[config.mk]
export PLATFORM = sky130hd
export DESIGN_NAME = graph_scheduler
export DESIGN_NICKNAME = d
export VERILOG_FILES = /design/src/rtl/graph_scheduler.sv
export SDC_FILE = /design/constraint.sdc
export NUM_CORES = 1
export LEC_CHECK = 0
export BUFFER_PORTS_ARGS = -buffer_cell sky130_fd_sc_hd__buf_4
export CAP_MARGIN = 0
export CORE_MARGIN = 2
export CORE_UTILIZATION = 35
export CTS_BUF_LIST = sky130_fd_sc_hd__clkbuf_16
export DETAILED_ROUTE_END_ITERATION = 16
export PLACE_DENSITY_LB_ADDON = 0.05
export SYNTH_ARGS = -nofsm -noshare
export SYNTH_HDL_FRONTEND = slang
export SYNTH_SLANG_ARGS = --single-unit
[constraint.sdc]
create_clock -name clk -period 5.5 [get_ports clk]
set_input_delay 1.375 -clock clk [delete_from_list [all_inputs] [get_ports clk]]
set_output_delay 1.375 -clock clk [all_outputs]
set_load 0.005 [all_outputs]
[src/rtl/graph_scheduler.sv]
// Top-level sequencer for the arbitrage graph engine: commits buffered edge updates
// to adjmat, then runs the bellman, cycle and print engines in order with a per-phase watchdog.
module graph_scheduler #(
    parameter int VW      = 4,
    parameter int WW      = 32,
    parameter int DW      = 64,
    parameter int FIFO_LG = 3,
    parameter int REV_EN  = 1,
    parameter int TIMEOUT = 65535
) (
    input  logic            clk,
    input  logic            sched_reset,
    input  logic            upd_valid,
    output logic            upd_ready,
    input  logic [VW-1:0]   upd_src,
    input  logic [VW-1:0]   upd_dst,
    input  logic [WW-1:0]   upd_w,
    input  logic            run_req,
    output logic [2:0]      eng_start,
    input  logic [2:0]      eng_done,
    input  logic [3*VW-1:0] eng_adj_row,
    input  logic [3*VW-1:0] eng_adj_col,
    input  logic [3*VW-1:0] eng_vm_addr_a,
    input  logic [3*VW-1:0] eng_vm_addr_b,
    input  logic [3*DW-1:0] eng_vm_data_b,
    input  logic [2:0]      eng_vm_we_b,
    output logic [VW-1:0]   adj_row,
    output logic [VW-1:0]   adj_col,
    output logic [WW-1:0]   adj_data,
    output logic            adj_we,
    output logic [VW-1:0]   vm_addr_a,
    output logic [VW-1:0]   vm_addr_b,
    output logic [DW-1:0]   vm_data_b,
    output logic            vm_we_b,
    output logic            busy,
    output logic            run_done,
    output logic            abort,
    output logic [1:0]      abort_phase
);
    localparam int DEPTH = 1 << FIFO_LG;
    localparam logic [FIFO_LG:0]   CNT_FULL = {1'b1, {FIFO_LG{1'b0}}};
    localparam logic [FIFO_LG:0]   CNT_ONE  = {{FIFO_LG{1'b0}}, 1'b1};
    localparam logic [FIFO_LG-1:0] PTR_ONE  = {{(FIFO_LG-1){1'b0}}, 1'b1};

    typedef enum logic [2:0] {
        S_IDLE, S_WR_FWD, S_WR_REV, S_START, S_GAP, S_RUN, S_DONE, S_ABORT
    } state_t;

    state_t             state_r, state_nxt_s;
    logic [1:0]         phase_r;
    logic [31:0]        wdog_r;
    logic               pending_r, abort_r;
    logic [1:0]         abort_phase_r;

    logic [VW-1:0]      fifo_src_r [DEPTH];
    logic [VW-1:0]      fifo_dst_r [DEPTH];
    logic [WW-1:0]      fifo_w_r   [DEPTH];
    logic [FIFO_LG-1:0] wr_ptr_r, rd_ptr_r;
    logic [FIFO_LG:0]   count_r;
    logic               push_s, pop_s, empty_s;

    assign upd_ready   = (count_r != CNT_FULL);
    assign empty_s     = (count_r == {(FIFO_LG+1){1'b0}});
    assign push_s      = upd_valid && upd_ready;
    assign pop_s       = (state_r == S_WR_REV) || ((state_r == S_WR_FWD) && (REV_EN == 0));
    assign busy        = (state_r != S_IDLE);
    assign run_done    = (state_r == S_DONE);
    assign abort       = abort_r;
    assign abort_phase = abort_phase_r;

    // FIFO storage; contents are don't-care while empty, so no reset.
    always_ff @(posedge clk) begin
        if (push_s) begin
            fifo_src_r[wr_ptr_r] <= upd_src;
            fifo_dst_r[wr_ptr_r] <= upd_dst;
            fifo_w_r[wr_ptr_r]   <= upd_w;
        end
    end

    // FIFO pointers and occupancy.
    always_ff @(posedge clk) begin
        if (sched_reset) begin
            wr_ptr_r <= '0;
            rd_ptr_r <= '0;
            count_r  <= '0;
        end else begin
            if (push_s) wr_ptr_r <= wr_ptr_r + PTR_ONE;
            if (pop_s)  rd_ptr_r <= rd_ptr_r + PTR_ONE;
            case ({push_s, pop_s})
                2'b10:   count_r <= count_r + CNT_ONE;
                2'b01:   count_r <= count_r - CNT_ONE;
                default: count_r <= count_r;
            endcase
        end
    end

    // State register plus phase, watchdog, pending-run and abort bookkeeping.
    always_ff @(posedge clk) begin
        if (sched_reset) begin
            state_r       <= S_IDLE;
            phase_r       <= 2'd0;
            wdog_r        <= 32'd0;
            pending_r     <= 1'b0;
            abort_r       <= 1'b0;
            abort_phase_r <= 2'd0;
        end else begin
            state_r <= state_nxt_s;
            case (state_r)
                S_START: wdog_r <= 32'd0;
                S_RUN:   wdog_r <= wdog_r + 32'd1;
                default: wdog_r <= wdog_r;
            endcase
            if (state_r == S_IDLE)
                phase_r <= 2'd0;
            else if (state_r == S_RUN && eng_done[phase_r] && phase_r != 2'd2)
                phase_r <= phase_r + 2'd1;
            if (run_req)
                pending_r <= 1'b1;
            else if (state_r == S_DONE || state_r == S_ABORT)
                pending_r <= 1'b0;
            // Expiry beats a same-cycle run_req so a timeout is never silently lost.
            if (state_r == S_RUN && state_nxt_s == S_ABORT) begin
                abort_r       <= 1'b1;
                abort_phase_r <= phase_r;
            end else if (run_req) begin
                abort_r <= 1'b0;
            end
        end
    end

    // Next-state logic.
    always_comb begin
        state_nxt_s = state_r;
        case (state_r)
            S_IDLE: begin
                if (!empty_s)       state_nxt_s = S_WR_FWD;
                else if (pending_r) state_nxt_s = S_START;
                else                state_nxt_s = S_IDLE;
            end
            S_WR_FWD: state_nxt_s = (REV_EN != 0) ? S_WR_REV : S_IDLE;
            S_WR_REV: state_nxt_s = S_IDLE;
            S_START:  state_nxt_s = S_GAP;
            S_GAP:    state_nxt_s = S_RUN;
            S_RUN: begin
                if (eng_done[phase_r])             state_nxt_s = (phase_r == 2'd2) ? S_DONE : S_START;
                else if (wdog_r >= 32'(TIMEOUT))   state_nxt_s = S_ABORT;
                else                               state_nxt_s = S_RUN;
            end
            S_DONE:   state_nxt_s = S_IDLE;
            S_ABORT:  state_nxt_s = S_IDLE;
            default:  state_nxt_s = S_IDLE;
        endcase
    end

    // Start pulses and memory-port multiplexing.
    always_comb begin
        eng_start = 3'b000;
        adj_row   = '0;
        adj_col   = '0;
        adj_data  = '0;
        adj_we    = 1'b0;
        vm_addr_a = '0;
        vm_addr_b = '0;
        vm_data_b = '0;
        vm_we_b   = 1'b0;
        case (state_r)
            S_WR_FWD: begin
                adj_we   = 1'b1;
                adj_row  = fifo_src_r[rd_ptr_r];
                adj_col  = fifo_dst_r[rd_ptr_r];
                adj_data = fifo_w_r[rd_ptr_r];
            end
            S_WR_REV: begin
                adj_we   = 1'b1;
                adj_row  = fifo_dst_r[rd_ptr_r];
                adj_col  = fifo_src_r[rd_ptr_r];
                adj_data = {WW{1'b0}} - fifo_w_r[rd_ptr_r];
            end
            S_START: eng_start = 3'b001 << phase_r;
            S_RUN: begin
                vm_addr_a = eng_vm_addr_a[phase_r*VW +: VW];
                vm_addr_b = eng_vm_addr_b[phase_r*VW +: VW];
                vm_data_b = eng_vm_data_b[phase_r*DW +: DW];
                vm_we_b   = eng_vm_we_b[phase_r];
                // The print engine has no adjmat access.
                if (phase_r != 2'd2) begin
                    adj_row = eng_adj_row[phase_r*VW +: VW];
                    adj_col = eng_adj_col[phase_r*VW +: VW];
                end else begin
                    adj_row = '0;
                    adj_col = '0;
                end
            end
            default: eng_start = 3'b000;
        endcase
    end
endmodule
==> results.tsv, run 1 <==
metric	value	unit
Yosys top cell area share	54.3	%
highest ir drop seen on vdd	0.000310	V
Via-to-Cell Ratio	5.16	
final setup skew	0.0243	ns
Clock Latency Late Sink	0.55	ns
Setup violations, final	0	
Top FF cell, synth	edfxtp_1	
total power	0.00799	W
status	finished, final reports clean	
H-tree levels	2	
largest net degree at the start of global routing	92	
Worst-Margin Slew	1.04	ns
Synth Register Bits	374	
initial antenna violation count	3	
Crit Reg-Reg Startpoint	phase_r[0]	
Slew headroom	30.5	%
maximum clock rate	0.193	GHz
Switching Fraction	27.5	%
Die Span X	229	um
Syn Std Cell Area	17700	sq um
WL/cell	23.5	um
number of enable flip-flop cells after synthesis	320	
crit path cell chain	buf_4 -> mux2i_1 -> a22oi_1 -> a22oi_1 -> nand3_2 -> nor4_2 -> xnor2_1 -> o22ai_1 -> buf_4	
Die ar.	52400	sq um
slack of the worst reg-to-reg path	2.24	ns
Clock Sinks	374	
final wirelength	57.5	mm
number of buffers created by CTS	41	
fin crit share	94.4	%
Sequential Power Share	41.1	%
Initial Util	35.4	%
slowest stage delay, CP	0.64	ns
first-pass GRT wire length	84.2	mm
Synth Instances	1333	
count leader, synth	edfxtp_1	
Hold Path Class	reg -> reg	
TritonCTS clock tree	built	
CP max FO	32	
Worst EP required	4.12	ns
Yosys cell types	63	
Psw	0.00220	W
Layout area overhead	30.3	%
pwr/cell area	346	nW/um^2
sequential share of the synthesized area	60.4	%
CORE AREA	50100	sq um
top post-synthesis cells by area	edfxtp_1 (54%), mux4_2 (8.8%), mux2i_1 (6.8%)	
most frequent cells after synthesis	edfxtp_1 (320), nor2_1 (215), mux2i_1 (120)	
Port Buffers	412	
vias in the first global route	12809	
yosys warns	0	
Slowest-stage cell, CP	dfxtp_4	
Slew Limit Fails	0	
critical path depth	9	
P_int	0.00580	W
kind of critical path	reg -> out	
DRC violations left	0	
Die H	229	um
setup repair after global routing missed its margin	false	
clk buf depth	3	
R2R depth	8	
largest area contributor in the netlist	edfxtp_1	
r2r endpoint	abort_phase[1]	
Placed Instances	2363	
GRT Util Overall	21.5	%
startpoint types	register	
Top delay family on crit path	compound AO/OA/AOI/OAI gates	
vias after detailed routing	12602	
clk root buf	clkbuf_16	
Nets	2040	
Setup crit end	adj_data[29]	
Avg Synthesized Cell Area	13.3	sq um
Crit. End Element	output pin	
hold_buf cts	0	
ANT nets after route	0	
I/O pins	413	
WP buf/inv	2	
GRT overflow	0	
non-filler instance count after layout	2444	
Post-synth ARST share	0	%
Setup TNS Final	0	ns
Fin. Hold Viols	0	
share of layout cells above drive strength 1	35.8	%
syn nets	1634	
iteration count of the initial detailed-routing pass	5	
Final GP Congestion	0.943	
# rows	82	
combinational power share	23.8	%
hpwl dp	39.6	mm
P_leak	8.19	nW
clk slew on worst S/H paths	0.06	ns
fin crit period	5.19	ns
Clock power frac	35.1	%
Max Cap Violations	0	
Worst Path Arrival	3.82	ns
DRT iter0 DRCs	674	
-- sequential cells by signal (all words and copies together) (netlist names), named ones only --
signal       cells
wdog_r          32
phase_r          2
fifo_dst_r      32
fifo_w_r       256
fifo_src_r      32
wr_ptr_r         3
rd_ptr_r         3
state_r          3
count_r          4
abort_phase      2
abort            1
pending_r        1
-- worst min-delay path by stage --
stage,slack (ns),from,endpoint,cells after the start
after global placement,0.47,wdog_r[15],wdog_r[15],2
final,0.48,wdog_r[15],wdog_r[15],2
after global routing,0.51,wdog_r[15],wdog_r[15],2
after floorplan,0.45,wdog_r[15],wdog_r[15],2
after detailed placement,0.47,wdog_r[15],wdog_r[15],2
after CTS,0.48,wdog_r[15],wdog_r[15],2
-- logic make-up (layout without fill, tap and decap cells) --
| group | Yosys count | in the layout | synth area share, % |
|---|---|---|---|
| AND/OR/NAND/NOR | 402 | 402 | 10.5 |
| flip-flops | 374 | 374 | 60.4 |
| multiplexers | 214 | 214 | 17.4 |
| AO/OA/AOI/OAI | 199 | 199 | 6.73 |
| buffers and inverters | 96 | 533 | 2.34 |
| XOR/XNOR | 37 | 37 | 1.83 |
| adder cells (fa/ha/maj) | 11 | 11 | 0.820 |
| other | 0 | 2 | 0 |
-- cell type report --
class                   instances  area (sq um)
multi-input cells             863          6680
fillers                      4638         27000
repair buffers                445          3410
flip-flops and latches        374         10700
clock inverters                31           302
inverters                      14          52.6
diodes                          2          5.00
well taps                     672           841
clock buffers                  43          1080
-- through the flow --
stage	cell area, sq um	setup WS (ns)	hold slack (ns)	utilization, %
floorplan	17700	0.674	0.448	-
detailed placement	21600	0.692	0.474	43.1
finish	23100	0.309	0.477	46.1
global placement	21600	0.744	0.468	43.1
global route	23100	0.0753	0.512	46.1
CTS	23000	0.0896	0.483	45.9
-- worst min-delay path, delay by kind of cell, from the launching register on --
family	cells	cell delay, ns
compound gates	1	0.05
simple gates	1	0.06
flops	1	0.32
-- power by group through the flow --
stage                     Sequential [W]  Combinational, W  Clock, W
after floorplan                  0.00331           0.00106         0
after global placement           0.00337           0.00187         0
after detailed placement         0.00337           0.00188         0
after CTS                        0.00331           0.00189   0.00288
after global routing             0.00330           0.00205   0.00299
final                            0.00328           0.00190   0.00281
-- timing repair --
item / in CTS / in global routing
setup endpoints to repair: 0 / 10
buffers inserted: 0 / 5
gates resized for setup: 0 / 2
-- layer usage --
layer	track usage, %	vias to the layer above	routed length (um)
met3	3.94	67	3070
met2	37.9	393	29200
met5	0	-	0
met1	26.6	6259	23600
li1	-	5883	-
met4	6.94	0	1630
-- cell usage in the layout, fill, tap and decap left out, types with 10 or more instances in the layout --
cell	n
buf_4	440
edfxtp_1	320
nor2_1	212
mux2i_1	120
a21oi_1	105
mux4_2	69
nand2_1	53
dfxtp_1	49
clkbuf_16	44
nand3_1	42
xnor2_1	22
o22ai_1	21
inv_1	18
mux2_2	18
a22oi_1	18
xor2_1	15
nor3_1	14
nand4_1	11
o21a_1	11
clkinv_2	11
nor4_1	10
ha_1	10
(Power assumes the default switching activity.)
==> run 2, diff against run 1 <==
--- a/config.mk
+++ b/config.mk
@@ -5,13 +5,15 @@
 export SDC_FILE = /design/constraint.sdc
 export NUM_CORES = 1
 export LEC_CHECK = 0
-export BUFFER_PORTS_ARGS = -buffer_cell sky130_fd_sc_hd__buf_4
+export BUFFER_PORTS_ARGS = -buffer_cell sky130_fd_sc_hd__buf_2
 export CAP_MARGIN = 0
 export CORE_MARGIN = 2
 export CORE_UTILIZATION = 35
 export CTS_BUF_LIST = sky130_fd_sc_hd__clkbuf_16
 export DETAILED_ROUTE_END_ITERATION = 16
+export GPL_TIMING_DRIVEN = 0
 export PLACE_DENSITY_LB_ADDON = 0.05
+export RECOVER_POWER = 50
 export SYNTH_ARGS = -nofsm -noshare
 export SYNTH_HDL_FRONTEND = slang
 export SYNTH_SLANG_ARGS = --single-unit
==> results.tsv, run 2 (synthesis results as in run 1) <==
metric	value	unit	change
Slew headroom	-23.6	%	-54 points
final setup skew	0.0109	ns	-0.0134 ns
slowest stage delay, CP	0.55	ns	-0.09 ns
DRT iter0 DRCs	711		+5.5%
maximum clock rate	0.189	GHz	-1.9%
P_leak	7.98	nW	-2.5%
final wirelength	61.3	mm	+6.6%
Layout area overhead	26.4	%	
setup repair after global routing missed its margin	false		
GRT Util Overall	23.0	%	+1.6 points
Die ar.	52400	sq um	unchanged
TritonCTS clock tree	built		
Nets	2119		+3.9%
Slew Limit Fails	32		+32
met1 Track Usage GR	29.0	%	+2.4 points
Final GP Congestion	0.961		+1.9%
vias in the first global route	13098		+2.3%
Post-DP Area	21100	sq um	-2.3%
Top Usage Layer GRT	met2		
Crit. End Element	output pin		
vias after detailed routing	12945		+2.7%
Fillers	4795		+3.4%
GRT overflow	0		unchanged
Initial Util	35.4	%	unchanged
slack of the worst reg-to-reg path	2.05	ns	-0.19 ns
kind of critical path	reg -> out		
Worst EP required	4.12	ns	about the same
Post-CTS Setup Bufs	0		unchanged
Hold Startpoint	wdog_r[15]		
ANT nets after route	0		unchanged
crit path cell chain	buf_8 -> buf_6 -> buf_6 -> buf_4 -> clkbuf_1 -> mux4_2 -> mux2_2 -> a22oi_1 -> o31ai_1 -> buf_2		
highest ir drop seen on vdd	0.000252	V	-19%
status	finished with violations		
global-route met2 utilization	39.7	%	+1.8 points
clk buf depth	3		unchanged
# rows	82		unchanged
Max Cap Violations	2		+2
Hold Path Class	reg -> reg		
hold path cells	2		unchanged
Worst path most repeated cell	buf_6		
initial antenna violation count	6		+3
commonest cells after routing, fill and taps aside	buf_2 (378), edfxtp_1 (320), nor2_1 (214)		
largest net degree at the start of global routing	22		-76%
pwr/cell area	348	nW/um^2	+0.40%
first-pass GRT wire length	89.2	mm	+6.0%
number of buffers created by CTS	41		unchanged
commonest non-fill, non-tap cell in the layout	buf_2		
Worst Path Arrival	3.92	ns	+0.10 ns
share of layout cells above drive strength 1	32.2	%	-3.7 points
CORE AREA	50100	sq um	unchanged
Largest Register	fifo_w_r		
Die Span X	229	um	unchanged
R2R depth	12		+4
fin crit share	96.2	%	+1.8 points
Die H	229	um	unchanged
met3 Track Usage GR	3.95	%	+0.012 points
r2r endpoint	count_r[3]		
fin crit period	5.29	ns	+0.101 ns
Fin. Hold Viols	0		unchanged
Via-to-Cell Ratio	5.13		-0.53%
worst hold endpoint	wdog_r[15]		
Slowest-stage cell, CP	clkbuf_1		
CP max FO	10		-69%
final core utilization	44.7	%	-1.4 points
dpl ws	0.0360	ns	-0.656 ns
max FFs per register	256		unchanged
hpwl dp	47.5	mm	+20%
Port Buffers	411		-0.24%
Crit Reg-Reg Startpoint	state_r[2]		
final worst slack	0.208	ns	-0.101 ns
H-tree levels	2		unchanged
hold_ws	0.479	ns	+0.00186 ns
Setup violations, final	0		unchanged
startpoint types	register		
clk root buf	clkbuf_16		
Clock Sinks	374		unchanged
DRC violations left	0		unchanged
WL/cell	24.3	um	+3.2%
Final Instance Area	22400	sq um	-3.0%
clk slew on worst S/H paths	0.06	ns	about the same
failing checks	capacitance limit, slew limit		
iteration count of the initial detailed-routing pass	5		unchanged
Clock Latency Late Sink	0.55	ns	about the same
I/O pins	413		unchanged
total power	0.00778	W	-2.6%
Worst-Margin Slew	1.85	ns	+0.805 ns
## run 2: cell types whose count changed in the layout (fill, tap and decap cells not counted), moves of 4 or more
cell	change
buf_1	+12
buf_2	+378
buf_4	-434
buf_6	+22
buf_8	+4
clkbuf_1	+94
clkinv_2	-4
dfxtp_1	+4
dfxtp_4	-4
inv_1	+6
## run 2: worst max-delay path by stage
stage               from  cells past startpoint          endpoint  slack [ns]
2_1_floorplan  upd_valid                      2  fifo_dst_r[2][0]        0.67
3_3_place_gp   upd_valid                      3    fifo_w_r[1][8]       -3.33
3_5_place_dp    register                      9        adj_row[3]        0.04
4_1_cts         register                     13      adj_data[30]       0.003
5_1_grt         register                      8        adj_row[3]        0.03
6_report        register                     10        adj_row[3]        0.21
## run 2: what timing repair did
| action | 4_1_cts | 5_1_grt |
|---|---|---|
| hold buffers | 0 | 0 |
| pin swaps | 0 | 0 |
| setup endpoints to repair | 25 | 13 |
| gates resized for setup | 17 | 9 |
## run 2: power breakdown
| group | total (W) | internal, W | switching [W] |
|---|---|---|---|
| sequential | 0.00325 | 0.00320 | 0.0000514 |
| combinational | 0.00185 | 0.000767 | 0.00108 |
| clock | 0.00268 | 0.00159 | 0.00109 |
| total | 0.00778 | 0.00556 | 0.00222 |
## run 2: final cells by class
type	instances	area [sq um]	area share, %
clock inverter	32	239	1.07
tap	672	841	3.76
sequential	374	10700	47.8
multi-input combinational	863	6680	29.9
inverter	14	52.6	0.235
timing repair buffer	443	2380	10.7
buffer	81	404	1.81
antenna	2	5.00	0.0224
clock buffer	43	1080	4.81
## run 2: worst max-delay path: cells and delay by family, from the launching register on
kind / cells / cell delay [ns]
buffers and inverters: 6 / 1.58
flip-flops: 1 / 0.38
AO/OA/AOI/OAI: 2 / 0.66
multiplexers: 2 / 0.72
## run 2: layer usage
metal / part of all wire [%] / wire length, um
met4: 3.5 / 2140
met3: 5.1 / 3120
met1: 41 / 25400
met2: 50 / 30600
met5: 0.042 / 26
## run 2: metrics by stage
step	TNS, ns	std cells
detailed placement	0	2448
global placement	-633.59	2416
finish	0	2524
CTS	0	2522
floorplan	0	1333
global route	0	2524
==> run 3, diff against run 2 <==
==> constraint.sdc (replaced) <==
create_clock -name clk -period 5.5 [get_ports clk]
set_input_delay 1.375 -clock clk [delete_from_list [all_inputs] [get_ports clk]]
set_output_delay 1.375 -clock clk [all_outputs]
set_load 0.01 [all_outputs]
==> results.tsv, run 3 (synthesis results as in run 1) <==
metric	value	unit	change
status	finished with violations		
failing checks	capacitance limit, slew limit		
# rows	82		unchanged
final wirelength	61.3	mm	about the same
GRT Util Overall	23.0	%	unchanged
fin crit period	5.31	ns	+0.0147 ns
Via-to-Cell Ratio	5.13		about the same
Nets	2119		unchanged
Crit. End Element	output pin		
clk buf depth	3		unchanged
iteration count of the initial detailed-routing pass	6		+1
maximum clock rate	0.188	GHz	-0.28%
Clock power frac	34.1	%	-0.3 points
clk slew on worst S/H paths	0.06	ns	about the same
commonest cells after routing, fill and taps aside	buf_2 (378), edfxtp_1 (320), nor2_1 (214)		
DRT iter0 DRCs	701		-1.4%
Die H	229	um	unchanged
final worst slack	0.194	ns	-0.0147 ns
dpl ws	0.0233	ns	-0.0127 ns
Die ar.	52400	sq um	unchanged
Hold Startpoint	wdog_r[15]		
Port Buffers	411		unchanged
startpoint types	register		
WL/cell	24.3	um	about the same
Initial Util	35.4	%	unchanged
Slew headroom	-22.6	%	+1.1 points
Post-CTS Setup Bufs	0		unchanged
combinational power share	24.4	%	+0.6 points
DRC violations left	0		unchanged
Switching Fraction	29.1	%	+0.61 points
Clock Latency Late Sink	0.55	ns	about the same
slack of the worst reg-to-reg path	2.06	ns	about the same
CORE AREA	50100	sq um	unchanged
setup repair after global routing missed its margin	false		
Die Span X	229	um	unchanged
Max Cap Violations	2		unchanged
P_leak	7.98	nW	about the same
commonest non-fill, non-tap cell in the layout	buf_2		
Crit Reg-Reg Startpoint	state_r[2]		
initial antenna violation count	6		unchanged
Fin. Hold Viols	0		unchanged
post-cts resize count	18		+1
final setup skew	0.00921	ns	-0.00168 ns
hold_buf cts	0		unchanged
hpwl dp	47.5	mm	unchanged
kind of critical path	reg -> out		
TritonCTS clock tree	built		
max FFs per register	256		unchanged
Psw	0.00229	W	+3.1%
Fillers	4793		-0.042%
Worst-Margin Slew	1.83	ns	-0.0160 ns
Layout area overhead	26.4	%	about the same
Clock Sinks	374		unchanged
first-pass GRT wire length	89.2	mm	unchanged
highest ir drop seen on vdd	0.000252	V	about the same
Largest Register	fifo_w_r		
P_int	0.00557	W	about the same
vias after detailed routing	12947		+0.015%
I/O pins	413		unchanged
Setup TNS Final	0	ns	unchanged
Hold Path Class	reg -> reg		
clk root buf	clkbuf_16		
vias in the first global route	13098		unchanged
Sequential Power Share	41.4	%	-0.4 points
Slew Limit Fails	32		unchanged
pwr/cell area	351	nW/um^2	+0.91%
largest net degree at the start of global routing	22		unchanged
H-tree levels	2		unchanged
Worst EP required	4.12	ns	about the same
number of buffers created by CTS	41		unchanged
fin crit share	96.5	%	+0.27 points
Worst Path Arrival	3.93	ns	about the same
ANT nets after route	0		unchanged
Final GP Congestion	0.961		unchanged
share of layout cells above drive strength 1	32.3	%	+0.11 points
GRT overflow	0		unchanged
CP max FO	10		unchanged
Setup violations, final	0		unchanged
run 3: cell counts in the layout (fill, tap and decap cells not counted):
No cell type changed its count.
run 3: power by group through the flow:
| stage | Sequential (W) | Combinational [W] | Clock [W] |
|---|---|---|---|
| 2_1_floorplan | 0.00331 | 0.00112 | 0 |
| 3_3_place_gp | 0.00333 | 0.00188 | 0 |
| 3_5_place_dp | 0.00331 | 0.00193 | 0 |
| 4_1_cts | 0.00325 | 0.00195 | 0.00276 |
| 5_1_grt | 0.00326 | 0.00208 | 0.00286 |
| 6_report | 0.00325 | 0.00192 | 0.00268 |
run 3: worst paths after layout:
| check | endpoint | cells past startpoint |
|---|---|---|
| setup / recovery | adj_row[3] | 10 |
| hold / removal | wdog_r[15] | 2 |
| setup reg to reg | count_r[3] | 12 |
| hold reg to reg | wdog_r[15] | 2 |
run 3: critical path, stage by stage, from the launching register on:
cell and delay [ns]:
dfxtp_2 0.38, buf_8 0.19, buf_6 0.21, buf_6 0.21, buf_4 0.24, clkbuf_1 0.55
mux4_2 0.41, mux2_2 0.31, a22oi_1 0.43, o31ai_1 0.23, buf_2 0.20
run 3: per-layer routing:
layer	track usage, %	share of wire [%]	up-vias
met1	29.0	42	6439
li1	-	-	6056
met2	39.7	50	367
met3	3.95	5.0	81
met4	8.66	3.5	4
met5	0	0.042	-
run 3: layout make-up:
cell class / count / area (sq um) / share of cell area (%)
inverter: 14 / 52.6 / 0.235
clock buffer: 43 / 1080 / 4.81
antenna: 2 / 5.00 / 0.0224
buffer: 81 / 404 / 1.81
timing repair buffer: 443 / 2380 / 10.7
multi-input combinational: 863 / 6690 / 29.9
tap: 672 / 841 / 3.76
clock inverter: 32 / 239 / 1.07
sequential: 374 / 10700 / 47.8
run 3: metrics by stage:
| stage | power, W | cell area, sq um | util, % | cells | hold slack (ns) |
|---|---|---|---|---|---|
| 2_1_floorplan | 0.00443 | 17700 | - | 1333 | 0.448 |
| 3_3_place_gp | 0.00521 | 20600 | 41.2 | 2416 | 0.462 |
| 3_5_place_dp | 0.00524 | 21100 | 42.2 | 2448 | 0.471 |
| 4_1_cts | 0.00796 | 22500 | 44.9 | 2522 | 0.483 |
| 5_1_grt | 0.00820 | 22400 | 44.7 | 2524 | 0.492 |
| 6_report | 0.00786 | 22400 | 44.7 | 2524 | 0.479 |
